File: src/rtl/flight_read_arbiter_if.sv
// rtl/flight_read_arbiter_if.sv - flight buffer read-port sharing bus
// slave is the arbiter side, master is the requesters plus the buffer.
interface flight_read_arbiter_if #(
  parameter int ADDR_W = 8,
  parameter int DATA_W = 32
);
  logic              frame;
  logic              req0;
  logic              req1;
  logic [ADDR_W-1:0] start0;
  logic [ADDR_W-1:0] start1;
  logic [ADDR_W-1:0] len0;
  logic [ADDR_W-1:0] len1;
  logic              gnt0;
  logic              gnt1;
  logic              vld0;
  logic              vld1;
  logic [DATA_W-1:0] data0;
  logic [DATA_W-1:0] data1;
  logic              done0;
  logic              done1;
  logic [ADDR_W-1:0] rd_FLIGHT;
  logic [DATA_W-1:0] FLIGHT_out;

  modport slave (
    input  frame, req0, req1, start0, start1, len0, len1, FLIGHT_out,
    output gnt0, gnt1, vld0, vld1, data0, data1, done0, done1, rd_FLIGHT
  );

  modport master (
    output frame, req0, req1, start0, start1, len0, len1, FLIGHT_out,
    input  gnt0, gnt1, vld0, vld1, data0, data1, done0, done1, rd_FLIGHT
  );
endinterface

File: src/rtl/flight_read_arbiter.sv
// rtl/flight_read_arbiter.sv - round-robin burst arbiter for the flight buffer read port
// Requester 0 is the CC audio+data transmitter, requester 1 the LPC transmitter.
module flight_read_arbiter #(
  parameter int ADDR_W = 8,
  parameter int DATA_W = 32,
  parameter int RD_LAT = 2
) (
  input  logic                  i_clock,
  input  logic                  i_reset,
  flight_read_arbiter_if.slave  bus
);

  typedef enum logic [1:0] {
    S_IDLE  = 2'd0,
    S_ISSUE = 2'd1,
    S_DRAIN = 2'd2
  } state_t;

  state_t             r_state;
  state_t             w_state_next;

  logic               w_grant;
  logic               w_sel;
  logic               w_issue;
  logic               w_issue_last;

  logic               r_ptr;
  logic               r_owner;
  logic               r_gnt0;
  logic               r_gnt1;
  logic [ADDR_W-1:0]  r_addr;
  logic [ADDR_W-1:0]  r_remaining;

  logic [RD_LAT-1:0]  r_pipe;
  logic [RD_LAT-1:0]  r_pipe_last;
  logic [RD_LAT-1:0]  w_pipe_next;
  logic [RD_LAT-1:0]  w_pipe_last_next;
  logic               r_vld0;
  logic               r_vld1;
  logic               r_done0;
  logic               r_done1;
  logic [DATA_W-1:0]  r_data;

  always_ff @(posedge i_clock or posedge i_reset) begin
    if (i_reset) begin
      r_state <= S_IDLE;
    end else begin
      r_state <= w_state_next;
    end
  end

  // r_remaining counts addresses still to issue after the current one, so a
  // length of 0 naturally becomes 2^ADDR_W words.
  always_comb begin
    w_state_next = r_state;
    w_grant      = 1'b0;
    w_sel        = r_ptr;
    w_issue      = 1'b0;
    w_issue_last = 1'b0;
    case (r_state)
      S_IDLE: begin
        if (!bus.frame && (bus.req0 || bus.req1)) begin
          w_grant      = 1'b1;
          w_sel        = (bus.req0 && bus.req1) ? r_ptr : bus.req1;
          w_state_next = S_ISSUE;
        end
      end
      S_ISSUE: begin
        w_issue = 1'b1;
        if (r_remaining == '0) begin
          w_issue_last = 1'b1;
          w_state_next = S_DRAIN;
        end
      end
      S_DRAIN: begin
        if (r_done0 || r_done1) begin
          w_state_next = S_IDLE;
        end
      end
      default: begin
        w_state_next = S_IDLE;
      end
    endcase
  end

  always_ff @(posedge i_clock or posedge i_reset) begin
    if (i_reset) begin
      r_ptr       <= 1'b0;
      r_owner     <= 1'b0;
      r_gnt0      <= 1'b0;
      r_gnt1      <= 1'b0;
      r_addr      <= '0;
      r_remaining <= '0;
    end else begin
      r_gnt0 <= w_grant & ~w_sel;
      r_gnt1 <= w_grant & w_sel;
      if (w_grant) begin
        r_owner     <= w_sel;
        r_addr      <= w_sel ? bus.start1 : bus.start0;
        r_remaining <= (w_sel ? bus.len1 : bus.len0) - ADDR_W'(1);
      end else if (w_issue && !w_issue_last) begin
        r_addr      <= r_addr + ADDR_W'(1);
        r_remaining <= r_remaining - ADDR_W'(1);
      end
      if (r_state == S_DRAIN && (r_done0 || r_done1)) begin
        r_ptr <= ~r_owner;
      end
    end
  end

  // Tags travel alongside each issued address and mature when its data does.
  generate
    if (RD_LAT == 1) begin : g_pipe_one
      assign w_pipe_next      = w_issue;
      assign w_pipe_last_next = w_issue_last;
    end else begin : g_pipe_deep
      assign w_pipe_next      = {r_pipe[RD_LAT-2:0], w_issue};
      assign w_pipe_last_next = {r_pipe_last[RD_LAT-2:0], w_issue_last};
    end
  endgenerate

  always_ff @(posedge i_clock or posedge i_reset) begin
    if (i_reset) begin
      r_pipe      <= '0;
      r_pipe_last <= '0;
      r_vld0      <= 1'b0;
      r_vld1      <= 1'b0;
      r_done0     <= 1'b0;
      r_done1     <= 1'b0;
      r_data      <= '0;
    end else begin
      r_pipe      <= w_pipe_next;
      r_pipe_last <= w_pipe_last_next;
      r_vld0      <= r_pipe[RD_LAT-1] & ~r_owner;
      r_vld1      <= r_pipe[RD_LAT-1] & r_owner;
      r_done0     <= r_pipe_last[RD_LAT-1] & ~r_owner;
      r_done1     <= r_pipe_last[RD_LAT-1] & r_owner;
      if (r_pipe[RD_LAT-1]) begin
        r_data <= bus.FLIGHT_out;
      end
    end
  end

  assign bus.gnt0      = r_gnt0;
  assign bus.gnt1      = r_gnt1;
  assign bus.vld0      = r_vld0;
  assign bus.vld1      = r_vld1;
  assign bus.done0     = r_done0;
  assign bus.done1     = r_done1;
  assign bus.data0     = r_data;
  assign bus.data1     = r_data;
  assign bus.rd_FLIGHT = r_addr;

endmodule

File: src/flat_wrapper.sv
// flat-port wrapper written by rule: the top's interface ports become plain ports
module flight_read_arbiter_flat 
#(
  parameter int ADDR_W = 8,
  parameter int DATA_W = 32,
  parameter int RD_LAT = 2
)
  (i_clock, i_reset, bus_frame, bus_req0, bus_req1, bus_start0, bus_start1, bus_len0, bus_len1, bus_FLIGHT_out, bus_gnt0, bus_gnt1, bus_vld0, bus_vld1, bus_data0, bus_data1, bus_done0, bus_done1, bus_rd_FLIGHT);
  flight_read_arbiter_if #(.ADDR_W(ADDR_W), .DATA_W(DATA_W)) bus_i ();
  input  logic i_clock;
  input  logic i_reset;
  input wire logic [$bits(bus_i.frame)-1:0] bus_frame;
  input wire logic [$bits(bus_i.req0)-1:0] bus_req0;
  input wire logic [$bits(bus_i.req1)-1:0] bus_req1;
  input wire logic [$bits(bus_i.start0)-1:0] bus_start0;
  input wire logic [$bits(bus_i.start1)-1:0] bus_start1;
  input wire logic [$bits(bus_i.len0)-1:0] bus_len0;
  input wire logic [$bits(bus_i.len1)-1:0] bus_len1;
  input wire logic [$bits(bus_i.FLIGHT_out)-1:0] bus_FLIGHT_out;
  output wire logic [$bits(bus_i.gnt0)-1:0] bus_gnt0;
  output wire logic [$bits(bus_i.gnt1)-1:0] bus_gnt1;
  output wire logic [$bits(bus_i.vld0)-1:0] bus_vld0;
  output wire logic [$bits(bus_i.vld1)-1:0] bus_vld1;
  output wire logic [$bits(bus_i.data0)-1:0] bus_data0;
  output wire logic [$bits(bus_i.data1)-1:0] bus_data1;
  output wire logic [$bits(bus_i.done0)-1:0] bus_done0;
  output wire logic [$bits(bus_i.done1)-1:0] bus_done1;
  output wire logic [$bits(bus_i.rd_FLIGHT)-1:0] bus_rd_FLIGHT;
  assign bus_i.frame = bus_frame;
  assign bus_i.req0 = bus_req0;
  assign bus_i.req1 = bus_req1;
  assign bus_i.start0 = bus_start0;
  assign bus_i.start1 = bus_start1;
  assign bus_i.len0 = bus_len0;
  assign bus_i.len1 = bus_len1;
  assign bus_i.FLIGHT_out = bus_FLIGHT_out;
  assign bus_gnt0 = bus_i.gnt0;
  assign bus_gnt1 = bus_i.gnt1;
  assign bus_vld0 = bus_i.vld0;
  assign bus_vld1 = bus_i.vld1;
  assign bus_data0 = bus_i.data0;
  assign bus_data1 = bus_i.data1;
  assign bus_done0 = bus_i.done0;
  assign bus_done1 = bus_i.done1;
  assign bus_rd_FLIGHT = bus_i.rd_FLIGHT;
  flight_read_arbiter #(.ADDR_W(ADDR_W), .DATA_W(DATA_W), .RD_LAT(RD_LAT)) u_core (.i_clock(i_clock), .i_reset(i_reset), .bus(bus_i));
endmodule
File: config.mk
export PLATFORM = sky130hd
export DESIGN_NAME = flight_read_arbiter_flat
export DESIGN_NICKNAME = d
export VERILOG_FILES = /design/src/rtl/flight_read_arbiter_if.sv /design/src/rtl/flight_read_arbiter.sv /design/src/flat_wrapper.sv
export SDC_FILE = /design/constraint.sdc
export NUM_CORES = 1
export LEC_CHECK = 0
export BUFFER_PORTS_ARGS = -buffer_cell sky130_fd_sc_hd__buf_2
export CAP_MARGIN = 10
export CORE_UTILIZATION = 46
export CTS_CLUSTER_SIZE = 8
export DETAILED_ROUTE_END_ITERATION = 12
export PLACE_DENSITY = 0.92
export SYNTH_ARGS = -nofsm -noshare
export SYNTH_HDL_FRONTEND = slang
export SYNTH_SLANG_ARGS = --single-unit
export TNS_END_PERCENT = 30
File: constraint.sdc
create_clock -name i_clock -period 2.8 [get_ports i_clock]
set_input_delay 0.84 -clock i_clock [delete_from_list [all_inputs] [get_ports i_clock]]
set_output_delay 0.84 -clock i_clock [all_outputs]
set_load 0.005 [all_outputs]
==> results.md <==
- Final ANT Viol Nets: 0
- Worst setup EP type: register
- Hold Path Class: reg -> reg
- Cell Pwr Density: 988.9 nW/um2
- Kind of critical path: in -> reg
- Yosys top cell by area: dfrtp_1
- Highest ir drop seen on vdd: 520.3 uV
- GRT overflow: 0
- Max Cap Viol: 0
- Initial core utilization: 48.50%
- CTS resizes: 0
- Combinational power share: 40.4%
- Synth Register Bits: 62
- Clk root buf: clkbuf_8
- Placed Area: 3563 um2
- Drt total wl: 6.986 mm
- Reg power frac: 38.7%
- Die height: 81.71 um
- Synth top area cells: dfrtp_1 (53%), mux2_2 (12%), buf_4 (8.2%)
- IO Count: 147
- Switching power: 0.001306 W
- H-tree depth: 3
- Global-route wire length before repair: 10.47 mm
- I/O Buffers: 146
- WHS: 0.3581 ns
- Core ar.: 6026 um2
- Slew HR: 62.05%
- Die X: 81.71 um
- Post-CTS setup buffers: 0
- Crit Path Max Fanout: 7
- Diode count: 0
- Gp weighted congestion: 1.013
- CTS tree: done
- Synthesis Warnings: 0
- Fin crit share: 87.10%
- Clock Sinks: 62
- Total die area: 6677 um2
- HPWL Detailed: 5.442 mm
- Tmin final: 2.439 ns
- Slew Limit Fails: 0
- Area Overhead vs Synth: 28.81%
- Crit path launch type: input port
- Internal: 0.002417 W
- Layout Nets: 455
- First DRT Iteration DRCs: 133
- Clk buf depth: 2
- Synth cell types: 43
- Gr usage total: 21.47%
- DR pass1 iterations: 5
- EDFF count, synth: 0
- Total negative slack: 0 ns
- Setup WS post-layout: 0.3611 ns
- Total number of vias: 2446
- Synthesized area: 2923 um2
- Status: complete, no violations
- Post-Layout Inst Area: 3765 um2
- Clock Pin Slew Worst Setup and Hold Paths: 0.07 ns
- Clk_skew: 0.005779 ns
- Clk pwr share: 20.9%
- Critical path arrival: 2.68 ns
- Gate count of the mapped netlist: 255
- Worst slack at placement: 0.07204 ns
- Vias in the first global route: 2231
- Lkg Pwr: 1.859 nW
- Mean Syn Cell Area: 11.46 um2
- Fraction of post-synthesis cell area in the top cell type by area: 53.08%
- Final hold violations: 0
- Placement Rows: 28
- WL/cell: 15.06 um
- DRC Markers: 0
- Most frequent cells in the layout: buf_2 (146), dfrtp_1 (62), mux2_2 (32), nor2_1 (22), a21oi_1 (15)
- Worst-margin pin slew: 0.5642 ns
- Register area share after synthesis: 53.08%
- Vias per inst: 5.272
- Clock Latency Late Sink: 0.32 ns
- FMAX: 410.0 MHz
- Num CTS Buffers: 9
- Commonest non-fill, non-tap cell in the layout: buf_2
- Fraction of registers with async set/reset: 100.0%
- Most used DFF post-synth: dfrtp_1
- Syn_nets: 326
- Critical Path RT: 3.04 ns
- Largest net degree at the start of global routing: 35
- Sw frac: 35.08%
- Setup-failing EPs final: 0
- Share of cells above drive strength 1: 53.98%
- Total Power: 0.003723 W
- Initial antenna violation count: 0
- RSZ-0062 raised after global routing: false
- CTS Hold Bufs: 0
==> power by group through the flow <==
stage                     clock network, W  registers (W)  logic, W
after floorplan                          0        0.00142   0.00104
after global placement                   0        0.00143   0.00146
after detailed placement                 0        0.00145   0.00151
after CTS                         0.000799        0.00144   0.00152
after global routing              0.000841        0.00148   0.00168
final                             0.000778        0.00144   0.00150
==> layer usage <==
metal	up-vias	track usage, %	share of wire (%)	wire length, um
met5	-	0	0	0
met4	0	8.070	0.94	66
met3	6	6.222	7.9	555
met2	125	38.75	53	3682
met1	1162	23.75	38	2681
li1	1153	-	-	-
==> metrics by stage <==
step	std cells	utilization [%]
after floorplan	255	-
after global placement	448	59.14
after detailed placement	448	59.14
after CTS	464	62.48
after global routing	464	62.48
final	464	62.48
==> area by class of cell <==
class	instances	area, um2
clock inverter	3	42.54
fill	481	2261
tap	75	93.84
inverter	5	18.77
sequential	62	1551
timing repair buffer	159	828.3
multi-input combinational	147	1071
clock buffer	13	158.9
==> critical path, stage by stage <==
cell and delay [ns]:
buf_2 0.11, nor3_4 0.24, o21ai_2 0.17, a222oi_1 0.57, ha_1 0.34, nand3_1 0.11
xnor2_1 0.14, a21oi_1 0.17
==> registers in the layout, summed over array words and instances (netlist names) <==
name                  count
u_core.bus.done0          1
u_core.r_pipe             2
u_core.bus.done1          1
u_core.r_state            2
u_core.bus.gnt1           1
u_core.bus.vld0           1
u_core.bus.vld1           1
u_core.bus.rd_FLIGHT      8
u_core.r_ptr              1
u_core.r_remaining        8
u_core.r_owner            1
u_core.bus.gnt0           1
u_core.bus.data0         32
u_core.r_pipe_last        2
==> cell families (layout without fill, tap and decap cells) <==
family | count (synthesis) | in the layout | synth area share [%]
buffers and inverters | 46 | 180 | 10.27
muxes | 32 | 32 | 12.33
xor gates and xnor gates | 3 | 3 | 0.8991
adders and majority gates | 2 | 2 | 0.8560
AOI/OAI and AO/OA | 50 | 50 | 12.03
and+or+nand+nor | 60 | 60 | 10.53
DFF | 62 | 62 | 53.08
==> Yosys cell counts, types with 2 or more instances <==
cell and number:
and3_1 2, a21oi_1 15, clkbuf_1 8, o21a_1 2
nand2b_1 2, nor2_1 22, a22oi_1 5, xnor2_1 2
o21ai_0 6, nand3_1 7, nand2_1 8, mux2_2 32
buf_4 32, nor3b_1 2, ha_1 2, o31ai_1 3
a222oi_1 8, and2_1 2, inv_1 3, nor4_1 3
nor2b_1 3, dfrtp_1 62, nand4_1 4
==> final timing paths <==
kind,start,to,slack (ns),cells after the start
setup / recovery,bus_frame,u_core.r_remaining[4]$_DFFE_PP0P_,0.36,8
hold / removal,u_core.r_pipe_last[0]$_DFF_PP0_,u_core.r_pipe_last[1]$_DFF_PP0_,0.36,0
setup reg to reg,u_core.r_state[0]$_DFFE_PP0P_,u_core.r_remaining[4]$_DFFE_PP0P_,0.52,7
hold reg to reg,u_core.r_pipe_last[0]$_DFF_PP0_,u_core.r_pipe_last[1]$_DFF_PP0_,0.36,0
max in group asynchronous,i_reset,u_core.bus.data0[27]$_DFFE_PP0P_,1.55,3
min in group asynchronous,i_reset,u_core.bus.rd_FLIGHT[7]$_DFFE_PP0P_,0.52,2
Note: power is estimated with default switching activity, not from simulation.
